<file path="src/rtl/img_pkg.sv">
// Shared types and constants for the image capture controller and its stats block.
package img_pkg;

    localparam int PixW  = 12;
    localparam int StatW = 32;
    localparam int CntW  = 16;

    typedef enum logic [2:0] {
        ST_IDLE = 3'd0,
        ST_SRST = 3'd1,
        ST_SYNC = 3'd2,
        ST_ARM  = 3'd3,
        ST_SKIP = 3'd4,
        ST_CAP  = 3'd5
    } state_t;

    // Geometry counters stick at all-ones so a runaway line cannot wrap back to a legal count.
    function automatic logic [CntW-1:0] sat_inc(input logic [CntW-1:0] v);
        return (&v) ? v : v + CntW'(1);
    endfunction

endpackage

</file>
<file path="src/rtl/img_capture_ctrl_if.sv">
// Output pixel stream: valid/data from the controller, ready from the consumer.
interface img_capture_ctrl_if;
    import img_pkg::*;

    logic            px_valid;
    logic [PixW-1:0] px_data;
    logic            px_ready;

    modport master (output px_valid, output px_data, input px_ready);
    modport slave  (input px_valid, input px_data, output px_ready);

endinterface

</file>
<file path="src/rtl/img_px_stats.sv">
// Per-capture pixel statistics: total accepted, highlight and shadow counts.
module img_px_stats
    import img_pkg::*;
#(
    parameter logic [PixW-1:0] HighlightThresh = 12'hF00,
    parameter logic [PixW-1:0] ShadowThresh    = 12'h0FF
) (
    input  logic             clk,
    input  logic             rst_,
    input  logic             clr,
    input  logic             en,
    input  logic [PixW-1:0]  pix,
    output logic [StatW-1:0] stat_px,
    output logic [StatW-1:0] stat_hi,
    output logic [StatW-1:0] stat_lo
);

    // Bit order: 0 = every pixel, 1 = highlight, 2 = shadow. Overlapping thresholds may hit both.
    logic [2:0]       hit;
    logic [StatW-1:0] cnt [3];

    assign hit = {pix <= ShadowThresh, pix >= HighlightThresh, 1'b1};

    genvar gi;
    generate
        for (gi = 0; gi < 3; gi++) begin : g_cnt
            logic [StatW-1:0] cnt_reg;

            always_ff @(posedge clk or negedge rst_) begin
                if (!rst_) begin
                    cnt_reg <= '0;
                end else if (clr) begin
                    cnt_reg <= '0;
                end else if (en && hit[gi]) begin
                    cnt_reg <= cnt_reg + StatW'(1);
                end
            end

            assign cnt[gi] = cnt_reg;
        end
    endgenerate

    assign stat_px = cnt[0];
    assign stat_hi = cnt[1];
    assign stat_lo = cnt[2];

endmodule

</file>
<file path="src/rtl/img_capture_ctrl.sv">
// Single-frame capture controller: optional sensor reset, frame sync and skip,
// pixel forwarding with drop-on-backpressure, geometry checking and statistics.
module img_capture_ctrl
    import img_pkg::*;
#(
    parameter int              ImgWidth        = 256,
    parameter int              ImgHeight       = 256,
    parameter int              SensorRstCycles = 16,
    parameter logic [PixW-1:0] HighlightThresh = 12'hF00,
    parameter logic [PixW-1:0] ShadowThresh    = 12'h0FF
) (
    input  logic                clk,
    input  logic                rst_,
    input  logic                cmd_trig,
    input  logic                cmd_rst_sensor,
    input  logic [3:0]          cmd_skip,
    output logic                img_rst_,
    input  logic [PixW-1:0]     img_d,
    input  logic                img_fv,
    input  logic                img_lv,
    img_capture_ctrl_if.master  px,
    output logic                busy,
    output logic                done,
    output logic                err_ovf,
    output logic                err_size,
    output logic [StatW-1:0]    stat_px,
    output logic [StatW-1:0]    stat_hi,
    output logic [StatW-1:0]    stat_lo
);

    localparam logic [CntW-1:0] ImgW    = CntW'(ImgWidth);
    localparam logic [CntW-1:0] ImgH    = CntW'(ImgHeight);
    localparam logic [CntW-1:0] RstLast = CntW'(SensorRstCycles - 1);

    state_t          state_reg, state_next;
    logic            fv_reg, lv_reg, fv_prev_reg, lv_prev_reg;
    logic [PixW-1:0] d_reg;
    logic [3:0]      skip_reg;
    logic [CntW-1:0] rst_cnt_reg, col_reg, line_reg, line_total;
    logic            err_ovf_reg, err_size_reg, img_rst_reg;
    logic            px_valid_reg;
    logic [PixW-1:0] px_data_reg;

    logic fv_rise, fv_fall, lv_fall;
    logic start, cap_window, line_end;
    logic pix_in, pix_take, pix_drop;

    // Sensor inputs are registered once; every edge decision looks only at these copies.
    always_ff @(posedge clk or negedge rst_) begin
        if (!rst_) begin
            fv_reg      <= 1'b0;
            lv_reg      <= 1'b0;
            fv_prev_reg <= 1'b0;
            lv_prev_reg <= 1'b0;
            d_reg       <= '0;
        end else begin
            fv_reg      <= img_fv;
            lv_reg      <= img_lv;
            fv_prev_reg <= fv_reg;
            lv_prev_reg <= lv_reg;
            d_reg       <= img_d;
        end
    end

    assign fv_rise = fv_reg & ~fv_prev_reg;
    assign fv_fall = ~fv_reg & fv_prev_reg;
    assign lv_fall = ~lv_reg & lv_prev_reg;

    always_ff @(posedge clk or negedge rst_) begin
        if (!rst_) begin
            state_reg <= ST_IDLE;
        end else begin
            state_reg <= state_next;
        end
    end

    always_comb begin
        state_next = state_reg;
        unique case (state_reg)
            ST_IDLE: if (cmd_trig) state_next = cmd_rst_sensor ? ST_SRST : ST_SYNC;
            ST_SRST: if (rst_cnt_reg == RstLast) state_next = ST_SYNC;
            ST_SYNC: if (!fv_reg) state_next = ST_ARM;
            ST_ARM:  if (fv_rise) state_next = (skip_reg == 4'd0) ? ST_CAP : ST_SKIP;
            ST_SKIP: if (fv_fall) state_next = ST_ARM;
            ST_CAP:  if (fv_fall) state_next = ST_IDLE;
            default: state_next = ST_IDLE;
        endcase
    end

    // The capture window also opens on the ARM->CAP edge itself, so a line that starts
    // together with frame valid still loses no pixel.
    always_comb begin
        busy       = (state_reg != ST_IDLE);
        done       = (state_reg == ST_CAP) && fv_fall;
        start      = (state_reg == ST_IDLE) && cmd_trig;
        cap_window = (state_reg == ST_CAP) ||
                     ((state_reg == ST_ARM) && fv_rise && (skip_reg == 4'd0));
        line_end   = (state_reg == ST_CAP) && lv_fall;
    end

    assign pix_in     = cap_window && fv_reg && lv_reg;
    assign pix_drop   = pix_in && px_valid_reg && !px.px_ready;
    assign pix_take   = pix_in && !pix_drop;
    assign line_total = line_end ? sat_inc(line_reg) : line_reg;

    always_ff @(posedge clk or negedge rst_) begin
        if (!rst_) begin
            skip_reg     <= '0;
            rst_cnt_reg  <= '0;
            col_reg      <= '0;
            line_reg     <= '0;
            err_ovf_reg  <= 1'b0;
            err_size_reg <= 1'b0;
        end else if (start) begin
            skip_reg     <= cmd_skip;
            rst_cnt_reg  <= '0;
            col_reg      <= '0;
            line_reg     <= '0;
            err_ovf_reg  <= 1'b0;
            err_size_reg <= 1'b0;
        end else begin
            if ((state_reg == ST_ARM) && fv_rise && (skip_reg != 4'd0)) begin
                skip_reg <= skip_reg - 4'd1;
            end
            if (state_reg == ST_SRST) begin
                rst_cnt_reg <= rst_cnt_reg + CntW'(1);
            end
            if (line_end) begin
                col_reg  <= '0;
                line_reg <= sat_inc(line_reg);
            end else if (pix_in) begin
                col_reg <= sat_inc(col_reg);
            end
            if (pix_drop) begin
                err_ovf_reg <= 1'b1;
            end
            if ((line_end && (col_reg != ImgW)) || (done && (line_total != ImgH))) begin
                err_size_reg <= 1'b1;
            end
        end
    end

    // Sensor reset follows the next state so its low phase lines up exactly with SRST.
    always_ff @(posedge clk or negedge rst_) begin
        if (!rst_) begin
            img_rst_reg <= 1'b0;
        end else begin
            img_rst_reg <= (state_next != ST_SRST);
        end
    end

    // A held pixel is only released by the consumer; a newcomer meeting a stall is dropped.
    always_ff @(posedge clk or negedge rst_) begin
        if (!rst_) begin
            px_valid_reg <= 1'b0;
            px_data_reg  <= '0;
        end else if (pix_take) begin
            px_valid_reg <= 1'b1;
            px_data_reg  <= d_reg;
        end else if (px.px_ready) begin
            px_valid_reg <= 1'b0;
        end
    end

    img_px_stats #(
        .HighlightThresh (HighlightThresh),
        .ShadowThresh    (ShadowThresh)
    ) u_stats (
        .clk     (clk),
        .rst_    (rst_),
        .clr     (start),
        .en      (pix_take),
        .pix     (d_reg),
        .stat_px (stat_px),
        .stat_hi (stat_hi),
        .stat_lo (stat_lo)
    );

    assign img_rst_    = img_rst_reg;
    assign px.px_valid = px_valid_reg;
    assign px.px_data  = px_data_reg;
    assign err_ovf     = err_ovf_reg;
    assign err_size    = err_size_reg;

endmodule
</file>
<file path="src/flat_wrapper.sv">
// flat-port wrapper written by rule: the top's interface ports become plain ports
module img_capture_ctrl_flat import img_pkg::*;
#(
    parameter int              ImgWidth        = 256,
    parameter int              ImgHeight       = 256,
    parameter int              SensorRstCycles = 16,
    parameter logic [PixW-1:0] HighlightThresh = 12'hF00,
    parameter logic [PixW-1:0] ShadowThresh    = 12'h0FF
)
  (clk, rst_, cmd_trig, cmd_rst_sensor, cmd_skip, img_rst_, img_d, img_fv, img_lv, busy, done, err_ovf, err_size, stat_px, stat_hi, stat_lo, px_px_valid, px_px_data, px_px_ready);
  img_capture_ctrl_if px_i ();
  input  logic clk;
  input  logic rst_;
  input  logic cmd_trig;
  input  logic cmd_rst_sensor;
  input  logic [3:0] cmd_skip;
  output logic img_rst_;
  input  logic [PixW-1:0] img_d;
  input  logic img_fv;
  input  logic img_lv;
  output logic busy;
  output logic done;
  output logic err_ovf;
  output logic err_size;
  output logic [StatW-1:0] stat_px;
  output logic [StatW-1:0] stat_hi;
  output logic [StatW-1:0] stat_lo;
  output wire logic [$bits(px_i.px_valid)-1:0] px_px_valid;
  output wire logic [$bits(px_i.px_data)-1:0] px_px_data;
  input wire logic [$bits(px_i.px_ready)-1:0] px_px_ready;
  assign px_px_valid = px_i.px_valid;
  assign px_px_data = px_i.px_data;
  assign px_i.px_ready = px_px_ready;
  img_capture_ctrl #(.ImgWidth(ImgWidth), .ImgHeight(ImgHeight), .SensorRstCycles(SensorRstCycles), .HighlightThresh(HighlightThresh), .ShadowThresh(ShadowThresh)) u_core (.clk(clk), .rst_(rst_), .cmd_trig(cmd_trig), .cmd_rst_sensor(cmd_rst_sensor), .cmd_skip(cmd_skip), .img_rst_(img_rst_), .img_d(img_d), .img_fv(img_fv), .img_lv(img_lv), .px(px_i), .busy(busy), .done(done), .err_ovf(err_ovf), .err_size(err_size), .stat_px(stat_px), .stat_hi(stat_hi), .stat_lo(stat_lo));
endmodule
</file>
<file path="config.mk">
export PLATFORM = sky130hd
export DESIGN_NAME = img_capture_ctrl_flat
export DESIGN_NICKNAME = d
export VERILOG_FILES = /design/src/rtl/img_pkg.sv /design/src/rtl/img_capture_ctrl_if.sv /design/src/rtl/img_px_stats.sv /design/src/rtl/img_capture_ctrl.sv /design/src/flat_wrapper.sv
export SDC_FILE = /design/constraint.sdc
export NUM_CORES = 1
export LEC_CHECK = 0
export BUFFER_PORTS_ARGS = -buffer_cell sky130_fd_sc_hd__buf_2
export CAP_MARGIN = 10
export CELL_PAD_IN_SITES_DETAIL_PLACEMENT = 1
export CELL_PAD_IN_SITES_GLOBAL_PLACEMENT = 2
export CORE_AREA = 10 10 166 199
export CTS_CLUSTER_SIZE = 28
export DETAILED_ROUTE_END_ITERATION = 10
export DIE_AREA = 0 0 176 209
export PLACE_DENSITY_LB_ADDON = 0.12
export SLEW_MARGIN = 20
export SYNTH_ARGS = -nofsm -noshare
export SYNTH_HDL_FRONTEND = slang
export SYNTH_SLANG_ARGS = --single-unit
</file>
<file path="constraint.sdc">
create_clock -name clk -period 2.6 [get_ports clk]
set_clock_uncertainty 0.15 [all_clocks]
set_input_delay 0.52 -clock clk [delete_from_list [all_inputs] [get_ports clk]]
set_output_delay 0.52 -clock clk [all_outputs]
set_load 0.01 [all_outputs]
</file>
==> metrics.cfg, run 1 <==
[outcome]
status = finished, violations left
violations = negative setup slack

[timing]
slew-limit-headroom = 0.2036
worst_pin_slew_ns = 1.186
slew_viol_final = 0
clock.fmax_mhz = 366.6
setup_viol = 24
period_needed_ns = 2.728
hold_viol_final = 0
fin_ws_ns = -0.1280
rsz0062_at_grt = true
hold_ws_ns = 0.03264
fin_crit_sh = 1.049

[finish]
drive_gt1_frac = 0.3097
register_area_um2 = 4579
instances_no_fill = 1592
multiInputGateArea_um2 = 5107
nFillCells = 3357
final_nets = 1219
synthToLayoutAreaGrowth_pct = 33.39

[clock_network]
clk_path_buf_depth = 2
clock_sinks = 183
clock_latency_ns = 0.44
htreeDepth = 4
cts_tree = yes
clkSlewWorstSetupHoldPaths_ns = 0.08
numCtsBuffers = 17
cts.root.buffer_cell = clkbuf_16

[place]
dp_hpwl_um = 19970
dp_cells = 1540
io_buffers = 136
place.gp.congestion = 0.7852

[floorplan]
die_x_um = 176
num_io_pins = 137
initial_core_util = 0.3226
fp-row-count = 69
fp.dieH_um = 209
die-area_um2 = 36780
core_area_um2 = 29180

[drt]
avgViaCountPerCell = 5.057
drc = 0
ant_nets = 0
drt_iter0_markers = 398
wire_per_inst_um = 18.25
first_pass_iters = 4
vias = 8050
wl_um = 29060

[synth]
ys.flop_type = dfrtp_1
ys_ff_latch = 183
netlist_area_um2 = 9413
syn_area_per_cell_um2 = 9.664
synth.top_cells.by_count = dfrtp_1, nor2_1, nand2_1, xnor2_1, nand3_1
synth_area_leaders = dfrtp_1, xnor2_1, nor2_1, xor2_1, nand3_1
synthCells = 974
synthDistinctLibCells = 57
synth_top_area_cell = dfrtp_1
yosysMostFrequentCell = dfrtp_1
yosys_warnings = 0
synthArstFlopShare = 1.000
synth_edf_count = 0
synth-seq-area-share = 0.4865
syn-num-nets = 1005
netlist.area_leader.share = 0.4865

[power_and_ir_drop]
ir_drop_uv = 343.9
power.leakage_uw = 0.005844
power_density_nw_per_um2 = 587.4

[critical_path]
critPathCaptureType = flop
cpMaxStageDelayCell = or3_4
arrival_ns = 2.90
crit_fanout = 7
critical_path_class = flop to flop
max_stage_delay_ns = 0.41
start_kind = flop
worstPathRequired_ns = 2.78
crit_chain = inv_1 > ha_2 > or3b_4 > o31a_1 > or3_4 > clkbuf_16 > a2111oi_4 > xnor2_1 > nor2_1

[global_route]
grt_pass1_vias = 8593
grt_pass1_wl_um = 46460
grt-ovfl-total = 0
antenna_found_initial = 2
grt_use_total = 0.1537
grt_max_degree = 60

[worst_hold_path]
hold_class = input pin to flop

[flow_run]
drv_cap = 0

==> placed cells by master (no fill, tap or decap), drive strengths merged, types with 3 or more instances in the layout <==
master | netlist | layout
nor4 | 23 | 23
or3 | 21 | 21
nand2 | 72 | 72
a21oi | 33 | 33
nor3 | 38 | 38
and2 | 6 | 6
a2111oi | 13 | 13
xor2 | 40 | 40
nand3 | 65 | 65
inv | 34 | 39
a31oi | 5 | 5
nor2b | 4 | 4
bufinv | 0 | 3
clkinv | 0 | 4
nand2b | 6 | 6
nor3b | 4 | 4
buf | 12 | 238
a211oi | 11 | 11
clkbuf | 35 | 22
mux2 | 13 | 13
or4 | 5 | 5
o41ai | 3 | 3
nand4 | 38 | 38
and4 | 12 | 12
dfrtp | 183 | 183
mux2i | 6 | 6
nor2 | 134 | 134
and3 | 21 | 21
o21ai | 26 | 26
o31ai | 6 | 6
ha | 8 | 8
xnor2 | 72 | 72
==> worst paths after layout <==
check	startpoint	end	slack, ns	cells past startpoint
worst max-delay path	u_core.skip_reg[1]$_DFFE_PN0P_	u_core.u_stats.stat_lo[21]$_DFFE_PN0P_	-0.13	9
worst min-delay path	img_d[2]	u_core.d_reg[2]$_DFF_PN0_	0.03	1
worst max register to register	u_core.skip_reg[1]$_DFFE_PN0P_	u_core.u_stats.stat_lo[21]$_DFFE_PN0P_	-0.13	9
worst min register to register	u_core.d_reg[3]$_DFF_PN0_	u_core.px.px_data[3]$_DFFE_PN0P_	0.33	1
max in group asynchronous	rst_	u_core.u_stats.stat_px[13]$_DFFE_PN0P_	1.20	3
min in group asynchronous	rst_	u_core.line_reg[7]$_DFF_PN0_	0.48	2
==> metal layers <==
| layer | wire length (µm) | vias up | share of wire | global-route usage |
|---|---|---|---|---|
| li1 | - | 3863 | - | - |
| met1 | 13180 | 4047 | 0.45 | 0.1924 |
| met2 | 14130 | 120 | 0.49 | 0.2504 |
| met3 | 1509 | 18 | 0.052 | 0.04942 |
| met4 | 221 | 2 | 0.0076 | 0.03893 |
| met5 | 11 | - | 0.00038 | 0 |
==> critical path, delay by kind of cell, from the launching register on <==
kind            cells  cell delay (ns)
compound gates      2             0.62
flops               1             0.38
buf+inv             2             0.28
fa+ha+maj           1             0.17
xor+xnor            1             0.15
simple gates        3             0.86
==> kinds of logic (layout without fill, tap and decap cells) <==
kind of cell | Yosys count | after routing | share of synthesized area
adders and majority gates | 8 | 8 | 0.01063
DFF | 183 | 183 | 0.4865
muxes | 19 | 19 | 0.02193
buffers and inverters | 81 | 308 | 0.03509
other | 0 | 1 | 0
xor gates and xnor gates | 112 | 112 | 0.1042
AOI/OAI and AO/OA | 113 | 113 | 0.09558
and+or+nand+nor | 458 | 458 | 0.2460
==> power by group <==
part | internal, µW | switching [µW]
combinational | 570 | 822
clock | 1550 | 1200
sequential | 3060 | 173
==> layout make-up <==
cell class                      instances  share of cell area
Sequential cell                       183              0.3647
Timing Repair Buffer                  242              0.1308
Clock inverter                         13             0.01315
Inverter                               34             0.01016
Multi-Input combinational cell        710              0.4068
Tap cell                              390             0.03886
Antenna cell                            1           0.0001993
Clock buffer                           19             0.03528
==> what timing repair did <==
item / in CTS / in global routing
hold endpoints to repair: 45 / 0
pin swaps: 3 / 49
endpoints found under the setup margin: 43 / 84
setup buffers: 0 / 14
gates resized for setup: 16 / 86
hold buffers: 1 / 0
gates cloned: 1 / 5
==> metrics by stage <==
stage | instance area [µm²] | power [µW] | worst slack, ns | util | setup TNS (ns)
finish | 12560 | 7375 | -0.1280 | 0.4303 | -1.304
global route | 12550 | 7817 | -0.2197 | 0.4302 | -7.078
CTS | 11970 | 7494 | -0.1087 | 0.4103 | -1.343
detailed placement | 11250 | 4666 | -0.1325 | 0.3856 | -1.514
global placement | 11250 | 4649 | -0.06854 | 0.3856 | -0.4362
floorplan | 9543 | 4033 | -0.06023 | - | -0.7801
Power figures use the tool's default switching activity.
==> run 2: changes to the inputs <==
--- a/config.mk
+++ b/config.mk
@@ -13,6 +13,7 @@
 export CTS_CLUSTER_SIZE = 28
 export DETAILED_ROUTE_END_ITERATION = 10
 export DIE_AREA = 0 0 176 209
+export GPL_TIMING_DRIVEN = 0
 export PLACE_DENSITY_LB_ADDON = 0.12
 export SLEW_MARGIN = 20
 export SYNTH_ARGS = -nofsm -noshare
==> metrics.cfg, run 2 (synthesis gave the netlist of run 1 again) <==
[outcome]
status = finished, violations left
violations = negative setup slack

[place]
place.gp.congestion = 0.7986
dp_hpwl_um = 20850
io_buffers = 136
dp_slack_ns = -0.9538
placed_area_um2 = 10790

[drt]
vias = 8093
wl_um = 29960
drc = 0
wire_per_inst_um = 18.87
avgViaCountPerCell = 5.096
ant_nets = 0
drt_iter0_markers = 245
first_pass_iters = 4

[floorplan]
initial_core_util = 0.3226
fp.dieH_um = 209
fp-row-count = 69
die-area_um2 = 36780
die_x_um = 176
core_area_um2 = 29180
num_io_pins = 137

[finish]
register_area_um2 = 4586
nFillCells = 3365
synthToLayoutAreaGrowth_pct = 35.36
final_common_cell = dfrtp_1
final_cell_mix = dfrtp_1, buf_2, nor2_1
multiInputGateArea_um2 = 5404
final_nets = 1217
drive_gt1_frac = 0.3308
final_area_um2 = 12740

[clock_network]
cts.root.buffer_cell = clkbuf_16
clock_latency_ns = 0.44
clock_sinks = 183
clkSlewWorstSetupHoldPaths_ns = 0.07
cts_tree = yes
htreeDepth = 4
numCtsBuffers = 17
clk_path_buf_depth = 2

[critical_path]
arrival_ns = 2.98
critical_path_class = flop to flop
cp_top_family = simple AND/OR/NAND/NOR gates
worstPathRequired_ns = 2.76
cpMaxStageDelayCell = dfrtp_1
max_stage_delay_ns = 0.40
crit_chain = inv_2 > ha_4 > or3b_4 > o31a_1 > buf_6 > or3_4 > buf_12 > buf_12 > a211oi_4 > xnor2_1 > nor2_1
crit_end = u_core.u_stats.stat_lo[18]$_DFFE_PN0P_
crit_start = u_core.skip_reg[0]$_DFFE_PN0P_
reg2regPathDepth = 11
rrSetupSlack_ns = -0.22
critPathCaptureType = flop
crit_fanout = 10
cp.depth = 11
critPathBufInv = 4
timing.rr.end = u_core.u_stats.stat_lo[18]$_DFFE_PN0P_
r2r-start = u_core.skip_reg[0]$_DFFE_PN0P_
start_kind = flop
crit_top_cell = buf_12

[global_route]
grt_pass1_wl_um = 48610
grt_use_total = 0.1631
grt-ovfl-total = 0
grt_pass1_vias = 8617
antenna_found_initial = 3
grt_max_degree = 77

[timing]
slew_viol_final = 0
fin_ws_ns = -0.2152
fin_crit_sh = 1.083
hold_viol_final = 0
slew-limit-headroom = 0.09565
final.setup.tns_ns = -7.618
worst_pin_slew_ns = 1.346
rsz0062_at_grt = true
setup_viol = 75
period_needed_ns = 2.815
clock.fmax_mhz = 355.2

[power_and_ir_drop]
ir_drop_uv = 355.5
power_frac_comb = 0.203
power_density_nw_per_um2 = 587.7
fin_total_pwr_uw = 7488
seq_power_share = 0.437
p_int_uw = 5254
p_switching_uw = 2234
p_clk_frac = 0.360
power.leakage_uw = 0.005800
switching_share = 0.2983

[worst_hold_path]
hold_class = input pin to flop

[flow_run]
drv_cap = 0

-- run 2: changes by cell type in the layout (fill, tap and decap cells not counted), sizes merged --
cell      previous run  this run
clkinvlp             1         0
inv                 39        35
clkbuf              22        47
buf                238       214
-- run 2: power groups by stage --
| stage | sequential (µW) | clock, µW | combinational [µW] |
|---|---|---|---|
| CTS | 3260 | 2800 | 1400 |
| global route | 3310 | 2900 | 1700 |
| detailed placement | 3310 | 0 | 1260 |
| finish | 3270 | 2690 | 1520 |
| floorplan | 3290 | 0 | 746 |
| global placement | 3300 | 0 | 1230 |
-- run 2: worst min-delay path by stage --
stage                                  startpoint                             to  slack (ns)  depth (start not counted)
after global routing                     img_d[7]      u_core.d_reg[7]$_DFF_PN0_        0.01                          1
after detailed placement  u_core.fv_reg$_DFF_PN0_   u_core.fv_prev_reg$_DFF_PN0_        0.21                          0
final                                    img_d[2]      u_core.d_reg[2]$_DFF_PN0_        0.03                          1
after global placement    u_core.fv_reg$_DFF_PN0_   u_core.fv_prev_reg$_DFF_PN0_        0.20                          0
after CTS                                img_d[2]      u_core.d_reg[2]$_DFF_PN0_       0.008                          1
after floorplan                              rst_  u_core.col_reg[0]$_DFFE_PN0P_        0.07                          0
-- run 2: area by class of cell --
type                       instances  share of cell area
multi-input combinational        710              0.4241
sequential                       183              0.3599
timing repair buffer             198             0.09968
tap                              390             0.03830
clock buffer                      22             0.03643
buffer                            42             0.02170
inverter                          34             0.01002
clock inverter                     8            0.009624
antenna                            1           0.0001964
-- run 2: stage by stage --
stage | util | instances | hold WS [ns]
after global routing | 0.4366 | 1588 | 0.01069
after CTS | 0.4059 | 1549 | 0.008239
after floorplan | - | 974 | 0.07441
final | 0.4366 | 1588 | 0.03127
after detailed placement | 0.3697 | 1502 | 0.2128
after global placement | 0.3671 | 1500 | 0.2049
-- run 2: what timing repair did --
| item | in CTS | in global routing |
|---|---|---|
| setup buffers | 20 | 36 |
| endpoints found under the hold margin | 49 | 0 |
| hold buffers | 1 | 0 |
| resized for setup | 73 | 142 |
| gates cloned | 1 | 2 |
| pin swaps | 15 | 53 |
| setup endpoints to repair | 153 | 126 |
-- run 2: per-layer routing --
| layer | track usage | wire length (µm) |
|---|---|---|
| met3 | 0.05177 | 1609 |
| met4 | 0.03689 | 221 |
| met5 | 0 | 21 |
| met2 | 0.2626 | 14480 |
| met1 | 0.2086 | 13630 |
